$ cat src/rtl/lsu_pkg.sv
// Shared definitions for the load/store unit: RV32I funct3 encodings, FSM state
// encoding and the alignment helper used by the accept-time fault check.
package lsu_pkg;

  localparam logic [2:0] F3_B  = 3'd0;
  localparam logic [2:0] F3_H  = 3'd1;
  localparam logic [2:0] F3_W  = 3'd2;
  localparam logic [2:0] F3_BU = 3'd4;
  localparam logic [2:0] F3_HU = 3'd5;

  typedef enum logic [2:0] {
    StIdle,
    StLoad,
    StStoreRd,
    StStoreWr,
    StResp
  } lsu_state_e;

  // funct3[1:0] gives the access size for both loads and stores (B/BU, H/HU, W).
  function automatic logic is_misaligned(input logic [2:0] funct3, input logic [1:0] addr_lo);
    logic mis;
    mis = 1'b0;
    case (funct3[1:0])
      2'd1:    mis = addr_lo[0];
      2'd2:    mis = (addr_lo != 2'd0);
      default: mis = 1'b0;
    endcase
    return mis;
  endfunction

endpackage

$ cat src/rtl/lsu_lane_align.sv
// Combinational lane steering for sub-word accesses.
//   funct3_i     RV32I funct3 of the access
//   addr_lo_i    byte offset within the word
//   mem_word_i   word read from data memory
//   store_data_i right-justified store data
//   load_data_o  selected lane, sign/zero-extended per funct3
//   store_word_o mem_word_i with the addressed byte/half replaced
module lsu_lane_align
  import lsu_pkg::*;
(
  input  logic [2:0]  funct3_i,
  input  logic [1:0]  addr_lo_i,
  input  logic [31:0] mem_word_i,
  input  logic [31:0] store_data_i,
  output logic [31:0] load_data_o,
  output logic [31:0] store_word_o
);

  logic [7:0]  byte_lane;
  logic [15:0] half_lane;

  always_comb begin
    byte_lane = 8'h00;
    unique case (addr_lo_i)
      2'd0: byte_lane = mem_word_i[7:0];
      2'd1: byte_lane = mem_word_i[15:8];
      2'd2: byte_lane = mem_word_i[23:16];
      2'd3: byte_lane = mem_word_i[31:24];
    endcase
    half_lane = addr_lo_i[1] ? mem_word_i[31:16] : mem_word_i[15:0];
  end

  always_comb begin
    load_data_o = mem_word_i;
    case (funct3_i)
      F3_B:    load_data_o = {{24{byte_lane[7]}}, byte_lane};
      F3_BU:   load_data_o = {24'h000000, byte_lane};
      F3_H:    load_data_o = {{16{half_lane[15]}}, half_lane};
      F3_HU:   load_data_o = {16'h0000, half_lane};
      default: load_data_o = mem_word_i;
    endcase
  end

  always_comb begin
    store_word_o = mem_word_i;
    case (funct3_i[1:0])
      2'd0: begin
        unique case (addr_lo_i)
          2'd0: store_word_o[7:0]   = store_data_i[7:0];
          2'd1: store_word_o[15:8]  = store_data_i[7:0];
          2'd2: store_word_o[23:16] = store_data_i[7:0];
          2'd3: store_word_o[31:24] = store_data_i[7:0];
        endcase
      end
      2'd1: begin
        if (addr_lo_i[1]) store_word_o[31:16] = store_data_i[15:0];
        else              store_word_o[15:0]  = store_data_i[15:0];
      end
      default: store_word_o = store_data_i;
    endcase
  end

endmodule

$ cat src/rtl/load_store_unit.sv
// RV32I load/store unit between the MEM pipeline register and a word-wide
// data memory. Sub-word stores are done as read-modify-write.
//   clk, rst            clock and synchronous active-high reset
//   req_*               request handshake and fields (captured on accept)
//   resp_valid/rdata/fault  one-cycle completion pulse with result
//   dmem_*              word-wide data memory interface (combinational read)
module load_store_unit
  import lsu_pkg::*;
#(
  parameter int unsigned DMEM_WORDS = 1024,
  parameter int unsigned ADDR_WIDTH = 32
) (
  input  logic                  clk,
  input  logic                  rst,
  input  logic                  req_valid,
  output logic                  req_ready,
  input  logic                  req_we,
  input  logic [2:0]            req_funct3,
  input  logic [ADDR_WIDTH-1:0] req_addr,
  input  logic [31:0]           req_wdata,
  output logic                  resp_valid,
  output logic [31:0]           resp_rdata,
  output logic                  resp_fault,
  output logic                  dmem_read,
  output logic                  dmem_write,
  output logic [ADDR_WIDTH-1:0] dmem_addr,
  output logic [31:0]           dmem_wdata,
  input  logic [31:0]           dmem_rdata
);

  lsu_state_e            state_q, state_d;
  logic [2:0]            funct3_q, funct3_d;
  logic [ADDR_WIDTH-1:0] addr_q, addr_d;
  logic [31:0]           wdata_q, wdata_d;
  logic [31:0]           merge_q, merge_d;
  logic [31:0]           rdata_q, rdata_d;
  logic                  fault_q, fault_d;

  logic [31:0]           load_data;
  logic [31:0]           store_word;
  logic [ADDR_WIDTH-1:0] req_word_idx;
  logic                  req_illegal;
  logic                  req_fault;

  lsu_lane_align u_lane_align (
    .funct3_i     (funct3_q),
    .addr_lo_i    (addr_q[1:0]),
    .mem_word_i   (dmem_rdata),
    .store_data_i (wdata_q),
    .load_data_o  (load_data),
    .store_word_o (store_word)
  );

  // Accept-time fault check, evaluated on the live request fields.
  always_comb begin
    req_word_idx = req_addr >> 2;
    if (req_we) req_illegal = (req_funct3 > F3_W);
    else        req_illegal = (req_funct3 == 3'd3) || (req_funct3 >= 3'd6);
    req_fault = is_misaligned(req_funct3, req_addr[1:0]) || req_illegal ||
                (req_word_idx >= ADDR_WIDTH'(DMEM_WORDS));
  end

  always_comb begin
    state_d  = state_q;
    funct3_d = funct3_q;
    addr_d   = addr_q;
    wdata_d  = wdata_q;
    merge_d  = merge_q;
    rdata_d  = rdata_q;
    fault_d  = fault_q;
    case (state_q)
      StIdle: begin
        if (req_valid) begin
          funct3_d = req_funct3;
          addr_d   = req_addr;
          wdata_d  = req_wdata;
          if (req_fault) begin
            fault_d = 1'b1;
            state_d = StResp;
          end else if (!req_we) begin
            state_d = StLoad;
          end else if (req_funct3 == F3_W) begin
            merge_d = req_wdata;
            state_d = StStoreWr;
          end else begin
            state_d = StStoreRd;
          end
        end
      end
      StLoad: begin
        rdata_d = load_data;
        state_d = StResp;
      end
      StStoreRd: begin
        merge_d = store_word;
        state_d = StStoreWr;
      end
      StStoreWr: state_d = StResp;
      StResp: begin
        // Clear on the way back to idle so stores/faults always report zero data.
        rdata_d = 32'h0;
        fault_d = 1'b0;
        state_d = StIdle;
      end
      default: state_d = StIdle;
    endcase
  end

  always_ff @(posedge clk) begin
    if (rst) begin
      state_q  <= StIdle;
      funct3_q <= 3'd0;
      addr_q   <= '0;
      wdata_q  <= 32'h0;
      merge_q  <= 32'h0;
      rdata_q  <= 32'h0;
      fault_q  <= 1'b0;
    end else begin
      state_q  <= state_d;
      funct3_q <= funct3_d;
      addr_q   <= addr_d;
      wdata_q  <= wdata_d;
      merge_q  <= merge_d;
      rdata_q  <= rdata_d;
      fault_q  <= fault_d;
    end
  end

  // Strobes gated by rst so an abandoned store can never commit.
  always_comb begin
    req_ready  = (state_q == StIdle);
    resp_valid = !rst && (state_q == StResp);
    resp_rdata = rdata_q;
    resp_fault = fault_q;
    dmem_read  = !rst && ((state_q == StLoad) || (state_q == StStoreRd));
    dmem_write = !rst && (state_q == StStoreWr);
    dmem_addr  = {addr_q[ADDR_WIDTH-1:2], 2'b00};
    dmem_wdata = merge_q;
  end

endmodule

$ cat config.mk
export PLATFORM = sky130hd
export DESIGN_NAME = load_store_unit
export DESIGN_NICKNAME = d
export VERILOG_FILES = /design/src/rtl/lsu_pkg.sv /design/src/rtl/lsu_lane_align.sv /design/src/rtl/load_store_unit.sv
export SDC_FILE = /design/constraint.sdc
export NUM_CORES = 1
export LEC_CHECK = 0
export CAP_MARGIN = 0
export CORE_ASPECT_RATIO = 2
export CORE_MARGIN = 2
export CORE_UTILIZATION = 44
export DETAILED_ROUTE_END_ITERATION = 8
export PLACE_DENSITY = 0.87
export SYNTH_ARGS = -nofsm -noshare
export SYNTH_HDL_FRONTEND = slang
export SYNTH_HIERARCHICAL = 1
export SYNTH_SLANG_ARGS = --single-unit
$ cat constraint.sdc
create_clock -name clk -period 2.2 [get_ports clk]
set_clock_uncertainty 0.1 [all_clocks]
set_input_delay 0.44 -clock clk [delete_from_list [all_inputs] [get_ports clk]]
set_output_delay 0.44 -clock clk [all_outputs]
set_load 0.03 [all_outputs]
==> results.yml <==
die:
  die_width_um: 94.6
  die_height_um: 185
  start_util: 0.446
  placement_rows: 66
  floorplan.io_pins: 204
  die-area_mm2: 0.0175
  core_area_mm2: 0.0162
global_route:
  grt_pass1_wl_mm: 38.4
  grt_pass1_vias: 7340
  grt_usage: 0.288
  grt_max_degree: 99
  grt.overflow.total: 0
  antenna_violations_before_repair: 1
clock_network:
  clock_latency_ns: 0.43
  tritoncts: "done"
  postCtsHoldBufs: 0
  cts-htree-levels: 4
  clkSlewWorstSetupHoldPaths_ns: 0.06
  cts_buffer_depth: 2
  ctsRootBufferMaster: "clkbuf_16"
  number_of_buffers_inserted_during_clock_tree_synthesis: 17
  tritoncts_num_sinks: 135
placement:
  portBuffers: 201
  gp_routability_congestion: 0.983
  hpwlAfterDp_mm: 18.1
  detailedPlace.worstSlack_ns: -0.656
  placedCellCount: 1224
pwr:
  power_per_cell_area_mw_per_mm2: 650
  p_leak_uw: 0.00410
  ir_drop_mv: 0.553
routing:
  drc: 0
  antenna_left: 0
  via_per_inst: 5.79
  routed_wire_length_per_instance_um: 20.1
  drt_first_iter_violations: 548
  route.final.wire_length_mm: 25.3
  vias: 7306
  firstDrtPassIters: 6
timing:
  timing_hold_violations_final: 0
  finalWorstSetupSlack_ns: 0.0331
  worst_slew_margin_rel: 0.659
  timing.final.crit_share: 0.985
  rsz0062_at_grt: "no"
  fmax_mhz: 461
  tightest_slew_ns: 0.509
  timing.final.crit_period_ns: 2.17
  timing.final.max_slew_violations: 0
  report.final.setup_viol: 0
min_path:
  hold_path_class: "in2reg"
synth:
  syn-instance-count: 867
  synth_enable_flop_cells: 0
  dominantRegCellSynth: "dfxtp_1"
  synth_seq_cells: 135
  synth_area_per_cell_um2: 8.33
  netlist-cell-type-count: 58
  seq_area_frac_synth: 0.374
  asyncSetResetFlopFracSynth: 0
  synth.cell_area_mm2: 0.00722
  synth_warnings: 6
cells_and_area:
  layout-drive-gt1-share: 0.176
  fin_nets: 1149
  final_cell_count_no_fill: 1261
  area_growth_syn_to_layout_pct: 41.2
setup_path:
  cp.arrival_ns: 2.36
  setup.worst_path.start_class: "primary input"
  cp-end-kind: "flip-flop"
  worstPathMaxFanout: 16
  startpoint_to_endpoint_class_of_the_critical_path: "in2reg"
  timing.critical_path.required_ns: 2.40
run:
  max_cap_viols: 0
outcome:
  run_status: "complete, no violations"
[state kept, by name, summed over array words and instances (netlist names)]
signal / count
addr_q: 32
wdata_q: 32
dmem_wdata: 32
state_q: 3
resp_rdata: 32
resp_fault: 1
funct3_q: 3
[placed cells by master (no fill, tap or decap), types with 3 or more instances in the layout]
cell type / Yosys / final
nand2_1: 185 / 183
clkdlybuf4s50_1: 0 / 174
dfxtp_1: 135 / 134
a21oi_1: 82 / 81
nor2_1: 52 / 52
buf_4: 35 / 51
mux2i_1: 48 / 48
a22oi_1: 46 / 46
nand4b_1: 32 / 32
o31ai_2: 30 / 30
dlygate4sd2_1: 0 / 20
clkbuf_16: 0 / 17
o21ai_0: 16 / 15
mux2_2: 15 / 15
nand2_2: 10 / 12
nor2b_1: 11 / 10
buf_12: 0 / 10
a22o_1: 8 / 8
o21ai_1: 7 / 7
inv_1: 7 / 6
nand2b_1: 6 / 6
a221o_1: 6 / 6
nor4_2: 1 / 4
and2_4: 1 / 4
nor3_1: 7 / 4
o22ai_1: 4 / 4
clkinv_4: 0 / 4
and2_1: 4 / 4
o22a_1: 4 / 4
nor3_2: 0 / 3
a21o_1: 3 / 3
inv_6: 0 / 3
[cell families after synthesis]
| group | share of synthesized area |
|---|---|
| fa+ha+maj | 0.00520 |
| mux | 0.0899 |
| xor+xnor | 0.00243 |
| flops | 0.374 |
| buf+inv | 0.0890 |
| simple gates | 0.218 |
| compound gates | 0.221 |
| other cells | 0.000519 |
[through the flow]
stage	power, uW	utilization	TNS, ns	hold WS [ns]	cell area (um^2)
after global placement	3760	0.585	-18.12	0.338	9470
after global routing	6850	0.630	0	0.257	10200
after floorplan	3280	-	-0.00366	0.333	7270
final	6630	0.630	0	0.260	10200
after detailed placement	3780	0.585	-20.67	0.346	9470
after CTS	6640	0.629	0	0.256	10200
[power by group]
part           total [uW]  switching, uW  internal [uW]
combinational        1160            632            532
sequential           2580           64.5           2520
clock                2880           1140           1740
[path summary, 6_finish.rpt]
path,slack [ns],cells after the start,endpoint,from
hold / removal,0.26,3,addr_q[26]$_SDFFE_PP0P_,req_addr[26]
setup / recovery,0.03,7,dmem_wdata[30]$_SDFFE_PP0P_,req_valid
setup reg to reg,0.07,7,dmem_wdata[30]$_SDFFE_PP0P_,state_q[0]$_SDFFE_PP0P_
hold reg to reg,0.35,2,addr_q[7]$_SDFFE_PP0P_,addr_q[7]$_SDFFE_PP0P_
[per-layer routing]
layer	track usage	vias to the layer above	part of all wire
li1	-	3376	-
met4	0.264	0	0.10
met1	0.269	3416	0.32
met3	0.0566	149	0.059
met5	0	-	0
met2	0.508	365	0.52
[worst max-delay path, cell delays in order]
cell             delay (ns)
clkdlybuf4s50_1        0.62
nand4_1                0.13
or4_4                  0.65
buf_12                 0.17
buf_16                 0.15
nand4b_1               0.11
o31ai_2                0.07
[cell type report]
cell class	count	area, um^2
Antenna cell	1	2.50
Clock buffer	19	453
Clock inverter	13	146
Fill cell	1311	5990
Inverter	8	32.5
Multi-Input combinational cell	620	4020
Sequential cell	135	2700
Tap cell	204	255
Timing Repair Buffer	261	2580
[synth_stat cells (11+ instances only)]
cell type / count / area share
nand2_1: 185 / 0.096
dfxtp_1: 135 / 0.37
a21oi_1: 82 / 0.057
nor2_1: 52 / 0.027
clkbuf_1: 50 / 0.026
mux2i_1: 48 / 0.067
a22oi_1: 46 / 0.048
buf_4: 35 / 0.036
nand4b_1: 32 / 0.039
o31ai_2: 30 / 0.052
o21ai_0: 16 / 0.011
mux2_2: 15 / 0.023
buf_2: 11 / 0.0076
nor2b_1: 11 / 0.0095
[what timing repair did]
item                                    in CTS  in global routing
endpoints found under the setup margin      34                 30
pin swaps                                   17                  4
cloned                                       4                  0
buffers inserted                             1                  0
resized for setup                           38                  6
No activity file was read; power rests on OpenSTA's default activity.
